--- src/rtl/mem_wb_stage.sv ---
// Memory/write-back pipeline register with write-back mux and decode-stage hazard detection.
// Optional retired-instruction counter is built when MEM_WB_RETIRE_CNT_EN is defined.
module mem_wb_stage #(
    parameter int REG_W  = 4,
    parameter int DATA_W = 32
) (
    input  logic              clk,
    input  logic              rst,
    input  logic              freeze,
    input  logic              flush,
    input  logic              valid_in,
    input  logic              wb_en_in,
    input  logic              mem_r_en_in,
    input  logic [DATA_W-1:0] alu_result_in,
    input  logic [DATA_W-1:0] mem_result_in,
    input  logic [REG_W-1:0]  dest_in,
    input  logic [REG_W-1:0]  src1,
    input  logic [REG_W-1:0]  src2,
    output logic              wb_en,
    output logic [REG_W-1:0]  wb_dest,
    output logic [DATA_W-1:0] wb_value,
    output logic              hz_src1,
    output logic              hz_src2
`ifdef MEM_WB_RETIRE_CNT_EN
    ,
    output logic [31:0]       retire_count
`endif
);

    logic              r_valid;
    logic              r_wb_en;
    logic              r_mem_r_en;
    logic [DATA_W-1:0] r_alu_result;
    logic [DATA_W-1:0] r_mem_result;
    logic [REG_W-1:0]  r_dest;

    logic              w_capture;
    logic              w_wb_en;

    assign w_capture = ~flush & ~freeze;

    // Pipeline registers: flush bubbles the entry but keeps its data, freeze holds everything.
    always_ff @(posedge clk or negedge rst) begin
        if (!rst) begin
            r_valid      <= 1'b0;
            r_wb_en      <= 1'b0;
            r_mem_r_en   <= 1'b0;
            r_alu_result <= {DATA_W{1'b0}};
            r_mem_result <= {DATA_W{1'b0}};
            r_dest       <= {REG_W{1'b0}};
        end else if (flush) begin
            r_valid <= 1'b0;
            r_wb_en <= 1'b0;
        end else if (!freeze) begin
            r_valid      <= valid_in;
            r_wb_en      <= wb_en_in;
            r_mem_r_en   <= mem_r_en_in;
            r_alu_result <= alu_result_in;
            r_mem_result <= mem_result_in;
            r_dest       <= dest_in;
        end else begin
            r_valid      <= r_valid;
            r_wb_en      <= r_wb_en;
            r_mem_r_en   <= r_mem_r_en;
            r_alu_result <= r_alu_result;
            r_mem_result <= r_mem_result;
            r_dest       <= r_dest;
        end
    end

    // Write-back port and hazard flags are decoded straight from the stage registers.
    always_comb begin
        w_wb_en  = r_wb_en & r_valid;
        wb_en    = w_wb_en;
        wb_dest  = r_dest;
        wb_value = r_alu_result;
        if (r_mem_r_en) begin
            wb_value = r_mem_result;
        end else begin
            wb_value = r_alu_result;
        end
        hz_src1 = w_wb_en & (r_dest == src1);
        hz_src2 = w_wb_en & (r_dest == src2);
    end

`ifdef MEM_WB_RETIRE_CNT_EN
    logic [31:0] r_retire_count;

    // An instruction retires when a valid entry is overwritten by a capture; wraps naturally.
    always_ff @(posedge clk or negedge rst) begin
        if (!rst) begin
            r_retire_count <= 32'd0;
        end else if (w_capture && r_valid) begin
            r_retire_count <= r_retire_count + 32'd1;
        end else begin
            r_retire_count <= r_retire_count;
        end
    end

    assign retire_count = r_retire_count;
`endif

endmodule

--- config.mk ---
export PLATFORM = sky130hd
export DESIGN_NAME = mem_wb_stage
export DESIGN_NICKNAME = d
export VERILOG_FILES = /design/src/rtl/mem_wb_stage.sv
export SDC_FILE = /design/constraint.sdc
export NUM_CORES = 1
export LEC_CHECK = 0
export CAP_MARGIN = 10
export CORE_MARGIN = 2
export CORE_UTILIZATION = 34
export CTS_CLUSTER_DIAMETER = 40
export CTS_CLUSTER_SIZE = 20
export DETAILED_ROUTE_END_ITERATION = 7
export SYNTH_ARGS = -nofsm -noshare
export SYNTH_HDL_FRONTEND = slang
export SYNTH_SLANG_ARGS = --single-unit
--- constraint.sdc ---
create_clock -name clk -period 2.8 [get_ports clk]
set_input_delay 0.28 -clock clk [delete_from_list [all_inputs] [get_ports clk]]
set_output_delay 0.28 -clock clk [all_outputs]
set_load 0.02 [all_outputs]
==> results_dict.tcl <==
set metrics [dict create \
    grt_overflow_total 0 \
    crit_path_max_fanout 19 \
    fp.dieW_um 100.3 \
    power_uw 2915 \
    num-fill-cells 792 \
    synth_common_cells "mux2_2, dfrtp_1, mux2_4" \
    final_hold_viol_count 0 \
    h-tree-depth 3 \
    cts_hold_buffers 0 \
    io_pins 122 \
    place_congestion 0.6740 \
    hpwlAfterDp_mm 4.622 \
    dieHeight_um 100.3 \
    synth-main-ff-cell "dfrtp_1" \
    routed.top_layer "met4" \
    drc_errors 0 \
    drt-total-wl_mm 6.689 \
    drive_above_1_share_pct 36.28 \
    grt_max_degree 72 \
    worst_slew_pin_slew_ns 0.8972 \
    avgSynthCellArea_um2 15.69 \
    syn_area_um2 3153 \
    synth_seq_area_share_pct 56.35 \
    area_growth_syn_to_layout_pct 47.46 \
    period_share_pct 77.27 \
    drt_iter0_drc 24 \
    vias 2018 \
    yosys_register_bits 71 \
    initial_core_util_pct 34.62 \
    firstDrtPassIters 4 \
    async_flop_share_pct 100.0 \
    yosys_warnings 0 \
    fmax_ghz 0.4622 \
    hold_ws_ns 0.07899 \
    synthCells 201 \
    grt_pass1_wl_mm 10.80 \
    synth_nets 284 \
    final_antenna_net_count 0 \
    wl_met1_mm 3.005 \
    rsz0062_at_grt "false" \
    core-area_um2 9109 \
    yosys.cell_count.top_type "mux2_2" \
    clock_sinks 71 \
    cts_buffers 9 \
    status "complete, no violations" \
    synth_top_area_share_pct 56.35 \
    yosysTopAreaCell "dfrtp_1" \
    finalSetupViolations 0 \
    clockBufferDepth 2 \
    final.setup.tns_ns 0 \
    std_cell_rows 35 \
    synth_edf_count 0 \
    final.setup_skew_ns 0 \
    final_net_count 409 \
    routedWlPerCell_um 15.24 \
    vias_per_cell 4.597 \
    cts-root-buf "clkbuf_8" \
    arrival_ns 1.88 \
    critPathKind "reg -> out" \
    required_ns 2.52 \
    wl_met3_um 436 \
    leakagePower_uw 0.001899 \
    port_buffers 121 \
    worst_skew_pair.late_latency_ns 0.32 \
    ir_worst_vdd_mv 0.3084 \
    synthTopCellsByArea "dfrtp_1, mux2_2, mux2_4" \
    antenna_found_initial 0 \
    cap_violations 0 \
    cellPowerDensity_nw_per_um2 627.0 \
    start_kind "register" \
    crit_path_end_kind "output pin" \
    cts_tree "done" \
    wl_met2_mm 3.166 \
    track_usage_pct 13.93 \
    cts_setup_buffers 0 \
    cts_resized 0 \
    ys_types 14 \
    slew_headroom_pct 40.18 \
    hold_path_class "in -> async" \
    final_max_slew_viol_count 0 \
    period_needed_ns 2.164 \
    clk_pin_slew_worst_paths_ns 0.07 \
    n_antenna_cell 0 \
    die-area_um2 10060 \
    grt_pass1_vias 2189 \
]
metrics by stage:
| stage | setup slack, ns | utilization, % | instances | instance area [µm²] |
|---|---|---|---|---|
| 3_3_place_gp | 0.7397 | 49.01 | 426 | 4464 |
| 5_1_grt | 0.5143 | 51.04 | 439 | 4649 |
| 6_report | 0.6364 | 51.04 | 439 | 4649 |
| 2_1_floorplan | 1.128 | - | 201 | 3153 |
| 3_5_place_dp | 0.7263 | 49.01 | 426 | 4464 |
| 4_1_cts | 0.5878 | 51.04 | 439 | 4649 |
worst max-delay path: stages (launching register included):
cell,delay [ns]
dfrtp_1,0.34
buf_4,0.28
mux2_2,0.37
clkdlybuf4s50_1,0.56
worst paths after layout:
| kind | to | depth (start not counted) | slack, ns | start |
|---|---|---|---|---|
| min in group clk | r_mem_result[25] | 1 | 0.50 | r_mem_result[25] |
| worst min-delay path | r_mem_result[7] | 1 | 0.08 | rst |
| worst min register to register | r_mem_result[25] | 1 | 0.50 | r_mem_result[25] |
| worst max-delay path | wb_value[27] | 3 | 0.64 | r_mem_r_en |
| worst max register to register | r_mem_r_en | 2 | 1.81 | r_mem_r_en |
| max in group asynchronous | r_alu_result[20] | 1 | 2.13 | rst |
sequential cells by signal, indices dropped and copies added (netlist names):
signal	flops
r_mem_r_en	1
r_wb_en	1
wb_dest	4
r_mem_result	32
r_alu_result	32
r_valid	1
kinds of logic after synthesis:
family | count (synthesis) | synth area share, %
flip-flops | 71 | 56.35
buffers and inverters | 11 | 2.103
multiplexers | 103 | 37.90
XOR/XNOR | 8 | 2.222
AND/OR/NAND/NOR | 8 | 1.429
placed cells by master (no fill, tap or decap):
cell type          n
clkdlybuf4s50_1  120
mux2_2            91
dfrtp_1           71
clkbuf_8          11
mux2_4            10
xor2_1             6
buf_4              5
xnor2_1            2
nand2_1            2
nor4_1             2
mux2i_1            2
nor2_1             2
and2_1             1
nor2_4             1
clkbuf_1           1
bufinv_16          1
metal layers:
layer / track usage, % / up-vias
li1: - / 959
met1: 18.16 / 985
met2: 21.73 / 67
met3: 4.944 / 7
met4: 4.426 / 0
met5: 0 / -
power by group:
group / switching [µW] / leakage, µW / internal (µW)
clock network: 339 / 0.0000944 / 447
logic: 348 / 0.000969 / 530
registers: 76.2 / 0.000836 / 1170
total: 764 / 0.00190 / 2150
area by class of cell:
class | instances | area (µm²) | area share, %
Sequential cell | 71 | 1777 | 38.21
Multi-Input combinational cell | 119 | 1310 | 28.18
Timing Repair Buffer | 125 | 1239 | 26.64
Clock buffer | 12 | 155.1 | 3.337
Tap cell | 111 | 138.9 | 2.987
Clock inverter | 1 | 30.03 | 0.6459
No activity file was read; power rests on OpenSTA's default activity.
